### src/rtl/hamming_correct.sv
// ---------------------------------------------------------------------------
// hamming_correct
//   SECDED decode stage for an extended-Hamming codeword. Classifies each
//   received word as clean / single error / double error, corrects single
//   errors, strips the parity positions and delivers the payload through a
//   two-register valid/ready pipeline (classify -> correct/extract).
//
//   Optional feature: define HAMMING_CORRECT_CNT_EN to build the saturating
//   error counters. When undefined the counter outputs are tied to zero and
//   clr_cnt_i is ignored; the ports stay present.
//
//   Ports
//     clk_i, rst_n_i      clock, synchronous active-low reset
//     in_valid_i/ready_o  input handshake (in_ready_o is combinational
//                         from out_ready_i)
//     coded_i             received codeword, bit 0 = extended parity,
//                         power-of-two indices = Hamming parity bits
//     syndrome_i          XOR of indices of all set bits of coded_i
//     ext_parity_i        XOR of coded_i[CODED_WIDTH-1:1]
//     out_valid_o/ready_i output handshake
//     data_o              decoded payload
//     single_err_o        corrected single error (position in err_pos_o)
//     double_err_o        uncorrectable error
//     err_pos_o           corrected bit index, 0 when no single error
//     clr_cnt_i           clear error counters
//     single_cnt_o        corrected-error count
//     double_cnt_o        uncorrectable-error count
// ---------------------------------------------------------------------------
module hamming_correct #(
   parameter  int unsigned DATA_WIDTH  = 32,
   parameter  int unsigned CNT_WIDTH   = 16,
   // Smallest r with 2^r >= DATA_WIDTH + r + 1 (two-step fixed point).
   localparam int unsigned PAR_BITS    = $clog2(DATA_WIDTH + $clog2(DATA_WIDTH + 1) + 1),
   localparam int unsigned CODED_WIDTH = DATA_WIDTH + PAR_BITS + 1,
   localparam int unsigned ADDR_WIDTH  = $clog2(CODED_WIDTH)
) (
   input  logic                   clk_i,
   input  logic                   rst_n_i,
   input  logic                   in_valid_i,
   output logic                   in_ready_o,
   input  logic [CODED_WIDTH-1:0] coded_i,
   input  logic [ADDR_WIDTH-1:0]  syndrome_i,
   input  logic                   ext_parity_i,
   output logic                   out_valid_o,
   input  logic                   out_ready_i,
   output logic [DATA_WIDTH-1:0]  data_o,
   output logic                   single_err_o,
   output logic                   double_err_o,
   output logic [ADDR_WIDTH-1:0]  err_pos_o,
   input  logic                   clr_cnt_i,
   output logic [CNT_WIDTH-1:0]   single_cnt_o,
   output logic [CNT_WIDTH-1:0]   double_cnt_o
);

   // Codeword index of payload bit k: k-th nonzero, non-power-of-two index.
   function automatic int unsigned data_pos(input int unsigned k);
      int unsigned cnt;
      int unsigned pos;
      cnt = 0;
      pos = 0;
      for (int unsigned i = 1; i < CODED_WIDTH; i++) begin
         if ((i & (i - 1)) != 0) begin
            if (cnt == k) pos = i;
            cnt++;
         end
      end
      return pos;
   endfunction

   // Stage 1 registers
   logic                   s1_valid_q,  s1_valid_d;
   logic [CODED_WIDTH-1:0] s1_code_q,   s1_code_d;
   logic                   s1_single_q, s1_single_d;
   logic                   s1_double_q, s1_double_d;
   logic [ADDR_WIDTH-1:0]  s1_pos_q,    s1_pos_d;

   // Stage 2 (output) registers
   logic                   out_valid_q,  out_valid_d;
   logic [DATA_WIDTH-1:0]  data_q,       data_d;
   logic                   single_err_q, single_err_d;
   logic                   double_err_q, double_err_d;
   logic [ADDR_WIDTH-1:0]  err_pos_q,    err_pos_d;

   logic s2_load;
   logic s1_adv;
   logic overall;
   logic cls_single;
   logic cls_double;
   logic [CODED_WIDTH-1:0] flip_mask;
   logic [CODED_WIDTH-1:0] corrected;
   logic [DATA_WIDTH-1:0]  data_ext;
   logic                   unused_par;

   // Flow control: output stage loads when empty or drained this cycle
   assign s2_load    = !out_valid_q || out_ready_i;
   assign s1_adv     = !s1_valid_q || s2_load;
   assign in_ready_o = s1_adv;

   // Error classification of the incoming word
   always_comb begin
      overall    = ext_parity_i ^ coded_i[0];
      cls_single = 1'b0;
      cls_double = 1'b0;
      if (overall) begin
         // odd overall parity with an out-of-range syndrome cannot be one flip
         if (32'(syndrome_i) >= CODED_WIDTH) cls_double = 1'b1;
         else                                cls_single = 1'b1;
      end else if (syndrome_i != '0) begin
         cls_double = 1'b1;
      end
   end

   // Stage 1 next state
   always_comb begin
      s1_valid_d  = s1_valid_q;
      s1_code_d   = s1_code_q;
      s1_single_d = s1_single_q;
      s1_double_d = s1_double_q;
      s1_pos_d    = s1_pos_q;
      if (s1_adv) begin
         s1_valid_d = in_valid_i;
         if (in_valid_i) begin
            s1_code_d   = coded_i;
            s1_single_d = cls_single;
            s1_double_d = cls_double;
            s1_pos_d    = cls_single ? syndrome_i : '0;
         end
      end
   end

   // Correction of single errors; double errors pass through uncorrected
   assign flip_mask = s1_single_q ? (CODED_WIDTH'(1) << s1_pos_q) : '0;
   assign corrected = s1_code_q ^ flip_mask;

   // Payload extraction, skipping index 0 and power-of-two indices
   for (genvar k = 0; k < DATA_WIDTH; k++) begin : g_extract
      localparam int unsigned POS = data_pos(k);
      assign data_ext[k] = corrected[POS];
   end

   // Parity positions are dropped after correction
   assign unused_par = ^corrected;

   // Stage 2 next state
   always_comb begin
      out_valid_d  = out_valid_q;
      data_d       = data_q;
      single_err_d = single_err_q;
      double_err_d = double_err_q;
      err_pos_d    = err_pos_q;
      if (s2_load) begin
         out_valid_d = s1_valid_q;
         if (s1_valid_q) begin
            data_d       = data_ext;
            single_err_d = s1_single_q;
            double_err_d = s1_double_q;
            err_pos_d    = s1_pos_q;
         end else begin
            single_err_d = 1'b0;
            double_err_d = 1'b0;
            err_pos_d    = '0;
         end
      end
   end

   // Pipeline registers
   always_ff @(posedge clk_i) begin
      if (!rst_n_i) begin
         s1_valid_q   <= 1'b0;
         s1_code_q    <= '0;
         s1_single_q  <= 1'b0;
         s1_double_q  <= 1'b0;
         s1_pos_q     <= '0;
         out_valid_q  <= 1'b0;
         data_q       <= '0;
         single_err_q <= 1'b0;
         double_err_q <= 1'b0;
         err_pos_q    <= '0;
      end else begin
         s1_valid_q   <= s1_valid_d;
         s1_code_q    <= s1_code_d;
         s1_single_q  <= s1_single_d;
         s1_double_q  <= s1_double_d;
         s1_pos_q     <= s1_pos_d;
         out_valid_q  <= out_valid_d;
         data_q       <= data_d;
         single_err_q <= single_err_d;
         double_err_q <= double_err_d;
         err_pos_q    <= err_pos_d;
      end
   end

   assign out_valid_o  = out_valid_q;
   assign data_o       = data_q;
   assign single_err_o = single_err_q;
   assign double_err_o = double_err_q;
   assign err_pos_o    = err_pos_q;

`ifdef HAMMING_CORRECT_CNT_EN
   logic [CNT_WIDTH-1:0] single_cnt_q, single_cnt_d;
   logic [CNT_WIDTH-1:0] double_cnt_q, double_cnt_d;
   logic                 out_hs;

   // Saturating counters, clear has priority over increment
   always_comb begin
      out_hs       = out_valid_q && out_ready_i;
      single_cnt_d = single_cnt_q;
      double_cnt_d = double_cnt_q;
      if (clr_cnt_i) begin
         single_cnt_d = '0;
         double_cnt_d = '0;
      end else if (out_hs) begin
         if (single_err_q && !(&single_cnt_q)) single_cnt_d = single_cnt_q + CNT_WIDTH'(1);
         if (double_err_q && !(&double_cnt_q)) double_cnt_d = double_cnt_q + CNT_WIDTH'(1);
      end
   end

   always_ff @(posedge clk_i) begin
      if (!rst_n_i) begin
         single_cnt_q <= '0;
         double_cnt_q <= '0;
      end else begin
         single_cnt_q <= single_cnt_d;
         double_cnt_q <= double_cnt_d;
      end
   end

   assign single_cnt_o = single_cnt_q;
   assign double_cnt_o = double_cnt_q;
`else
   logic unused_clr;
   assign unused_clr   = clr_cnt_i;
   assign single_cnt_o = '0;
   assign double_cnt_o = '0;
`endif

endmodule

### config.mk
export PLATFORM = sky130hd
export DESIGN_NAME = hamming_correct
export DESIGN_NICKNAME = d
export VERILOG_FILES = /design/src/rtl/hamming_correct.sv
export SDC_FILE = /design/constraint.sdc
export NUM_CORES = 1
export LEC_CHECK = 0
export BUFFER_PORTS_ARGS = -buffer_cell sky130_fd_sc_hd__buf_2
export CAP_MARGIN = 15
export CORE_MARGIN = 2
export CORE_UTILIZATION = 32
export DETAILED_ROUTE_END_ITERATION = 6
export GPL_TIMING_DRIVEN = 0
export PLACE_DENSITY = 0.54
export SYNTH_ARGS = -nofsm -noshare
export SYNTH_HDL_FRONTEND = slang
export SYNTH_SLANG_ARGS = --single-unit
### constraint.sdc
create_clock -name clk_i -period 1.9 [get_ports clk_i]
set_input_delay 0.095 -clock clk_i [delete_from_list [all_inputs] [get_ports clk_i]]
set_output_delay 0.095 -clock clk_i [all_outputs]
set_load 0.01 [all_outputs]
# == Word-level counts from Yosys, hierarchy flattened ==
# Cells that the tools add are included.
# word_totals
register_bits,89
inputBits,51
output_inout_bits,74
elab_cells,31
# op_classes
magnitude_cmp,1
shifts,1
n_mux,10
bitwise,2
n_reduce_logical,7
# op_table
op,count
$mux 39,1
$shl 1x6->39 const A,1
$xor 39x39->39,1
$mux 6,2
$mux 1,7
$ge 6x6->1 const B,1
$reduce_bool 6->1,1
$reduce_and 2->1,2
$logic_not 1->1,2
$logic_or 1x1->1,2
$xor 1x1->1,1

# == Depth between registers and ports, before layout ==
# logic_depth
word_depth,4
depth_mapped,6
mapped_depth_nobuf,4

# == Least setup slack after synthesis ==
# OpenSTA, ideal clock, no wires.
# synth_path
path_type,flip-flop to flip-flop
from,"reg out_valid_q, in the netlist out_valid_o"
to,"reg data_q[21], in the netlist data_o[21]"
setup_ns,0.133
t_arrival_ns,1.252
required_time_ns,1.767
path_slack_ns,0.516
stages_incl_launch_ff,7
period_less_slack_ns,1.384
path_cell_list,dfxtp_1 -> nor2b_1 -> nor2b_1 -> buf_2 -> buf_2 -> buf_1 -> a21oi_1
# synth_between
elab_chain_len,3
# synth_lines
element,line,rtl
from (decl),78,"logic out_valid_q, out_valid_d;"
from (signal assigned),185,out_valid_q <= out_valid_d;
$logic_not 1->1,95,assign s2_load = !out_valid_q || out_ready_i;
$logic_or 1x1->1,95,
$reduce_and 2->1 (no source line),-,
to (signal assigned),186,data_q <= data_d;
to (decl),79,"logic [DATA_WIDTH-1:0] data_q, data_d;"
# Every way passes these cells.
# A chain may end at the register's enable or synchronous reset.

# == Worst setup path in the final report ==
# layout_path
from,"reg out_valid_q, in the netlist out_valid_o"
to,"reg data_q[1], in the netlist data_o[1]"
# The elaborated chain is that of the path after synthesis.

==> qor.txt <==
Avg Inst Size Synth: 8.661 um^2
Number of flops mapped to enable cells by yosys: 0
H-tree depth: 3
Kind of critical path: reg2reg
Pre-CTS setup slack: 132.0 ps
Post-synth top area share: 0.4337
Mapped cell area: 3785 um^2
Most frequent cells after synthesis: dfxtp_1 (82), nand2_1 (75), a21boi_0 (39)
CTS sink cnt: 82
Die height: 112.8 um
Min Tclk post-route: 1757 ps
First DRT Iteration DRCs: 134
Biggest area consumer among synthesized cells: dfxtp_1
Die area: 12710 um^2
Vias in the first global route: 3141
Warnings, synthesis: 0
Synth unique cells: 33
Flops & latches, synth: 82
Worst-path fanout max: 10
Post-synthesis async set-or-reset flop share: 0
CTS Buffer Depth: 2
Fin worst setup slack: 143.4 ps
Via count: 3288
VDD IR-drop max: 0.4097 mV
DP HPWL: 7641 um
Final Cycle Share: 0.9245
XOR/XNOR Fraction of Synth Area: 0.07636
Leakage: 1.985 nW
Endpoint class of the critical path: register
Post-CTS Setup Inserts: 0
Antenna cells: 0
Routability cong.: 0.7758
Setup Skew: 6.103 ps
Total congestion overflow: 0
Status: finished clean
Core area: 11470 um^2
CP Launch Type: register
Layout area overhead: 28.50%
Routed WL per cell: 14.46 um
Hold Vio Cnt, Final: 0
Hold WS: 5.051 ps
Post-synthesis compound-gate area fraction: 0.1891
Data required, critical path: 2100 ps
FILL cells: 1189
Inst Count DP: 695
Die Wd: 112.8 um
Hold Crit Depth: 3
Post-synthesis simple-gate area fraction: 0.1907
Share of layout cells above drive strength 1: 0.2850
Port Buf Inserts: 84
Main synth FF type: dfxtp_1
Worst-Skew Late Latency: 340 ps
Post-Route WL: 10340 um
Setup violators final: 0
Finished Core Util: 0.4241
Clk slew on worst S/H paths: 60 ps
Largest family of logic cells by synthesized area: simple AND/OR/NAND/NOR gates
Total negative slack: 0 ps
CTS tree: done
Number of detailed-routing iterations run before antenna repair: 4
Hold Path Class: in2reg
Global-route wire length before repair: 16330 um
Unrepaired setup endpoints after global routing: no
# IOs: 125
CTS Root Cell: clkbuf_16
Pin count of the biggest net entering global routing: 14
Most repeated cell in the gate-level netlist after synthesis: dfxtp_1
Top cells by area, synth: dfxtp_1 (43%), a21boi_0 (7.7%), xnor2_1 (7.6%)
Worst path arrival time: 1950 ps
Cts bufs inserted: 9
Multiplexer share of the synthesized area: 0
Final cell count without fillers: 715
Slew at the pin closest to its max-slew limit: 614.1 ps
Final net count: 618
Synth Instances: 437
Max-cap violation count: 0
Initial antenna violation count: 0
Highest Clock Rate: 569.3 MHz
Seq/Total Area, Yosys: 0.4337
DRC: 0
GRT Total Usage: 0.1651
Post-Synth Adder-Cell Area: 0
Initial core utilization: 0.3301
Vias per cell: 4.599
Row Count: 39
Max-slew headroom: 0.5906
Cells on worst reg2reg path: 6
Power density over the cells: 874.7 nW/um^2
Final ANT Viol Nets: 0
Slew Limit Fails: 0
==> power breakdown <==
group / switching, mW / internal, mW
combinational: 0.285 / 0.223
clock: 0.693 / 1.18
sequential: 0.0554 / 1.82
total: 1.03 / 3.22
==> metrics by stage <==
step,power [mW],area [um^2]
2_1_floorplan,2.227,3901
3_3_place_gp,2.401,4501
3_5_place_dp,2.413,4501
4_1_cts,4.289,4861
5_1_grt,4.422,4863
6_report,4.254,4863
==> cell usage in the layout, fill, tap and decap left out, types with 2 or more instances in the layout <==
cell           Yosys  layout
buf_2             12      96
dfxtp_1           82      82
nand2_1           75      75
a21boi_0          39      39
a21oi_1           34      34
buf_4             34      34
xnor2_1           33      33
o21ai_0           32      32
conb_1             1      32
clkbuf_1          18      18
nor2b_1           10      10
nor3_1            10      10
nor3_2             9       9
clkbuf_16          0       9
nor4_1             8       8
a22oi_1            8       8
nand3_1            7       7
nand2b_1           4       4
dlygate4sd3_1      0       4
nor4b_1            3       3
nand3b_1           2       2
buf_6              2       2
clkbuf_2           0       2
nand2_2            2       2
clkinv_2           0       2
bufinv_16          0       2
==> metal layers <==
| metal | track usage | up-vias | part of all wire |
|---|---|---|---|
| met5 | 0 | - | 0 |
| met4 | 0.05772 | 0 | 0.017 |
| met3 | 0.03053 | 13 | 0.048 |
| met2 | 0.2766 | 94 | 0.47 |
| met1 | 0.2140 | 1505 | 0.46 |
| li1 | - | 1676 | - |
==> path summary, 6_finish.rpt <==
check / start / end / slack, ps
worst max-delay path: out_valid_o / data_o[1] / 140
worst max register to register: out_valid_o / data_o[1] / 140
worst min-delay path: coded_i[29] / s1_code_q[29] / 5
worst min register to register: s1_code_q[30] / s1_code_q[30] / 480
==> worst max-delay path, cell delays in order (launching register included) <==
cell	delay [ps]
dfxtp_1	330
nor2b_1	140
nor2b_1	90
buf_2	240
buf_2	260
clkbuf_1	420
a21oi_1	140
==> what timing repair did <==
action,4_1_cts,5_1_grt
endpoints found under the setup margin,0,20
hold endpoints to repair,4,0
gates resized for setup,0,3
hold buffers,4,0
==> cell type report <==
| cell class | count | area (um^2) | share of cell area |
|---|---|---|---|
| clock inverters | 5 | 77.57 | 0.01595 |
| inverters | 1 | 3.754 | 0.0007718 |
| well taps | 143 | 178.9 | 0.03679 |
| clock buffers | 11 | 242.7 | 0.04991 |
| flip-flops and latches | 82 | 1642 | 0.3375 |
| repair buffers | 88 | 460.4 | 0.09467 |
| multi-input cells | 318 | 1847 | 0.3797 |
| plain buffers | 67 | 411.6 | 0.08464 |
==> registers in the layout, summed over array words and instances (netlist names) <==
register      count
data_o           32
s1_code_q        32
err_pos_o         6
s1_pos_q          6
double_err_o      1
out_valid_o       1
s1_double_q       1
s1_single_q       1
s1_valid_q        1
single_err_o      1
==> kinds of logic (layout without fill, tap and decap cells) <==
| kind of cell | Yosys count | count (layout) |
|---|---|---|
| AND/OR/NAND/NOR | 136 | 136 |
| XOR/XNOR | 33 | 33 |
| AO/OA/AOI/OAI | 117 | 117 |
| buffers and inverters | 68 | 172 |
| other | 1 | 32 |
| flip-flops | 82 | 82 |
Power figures use the tool's default switching activity.
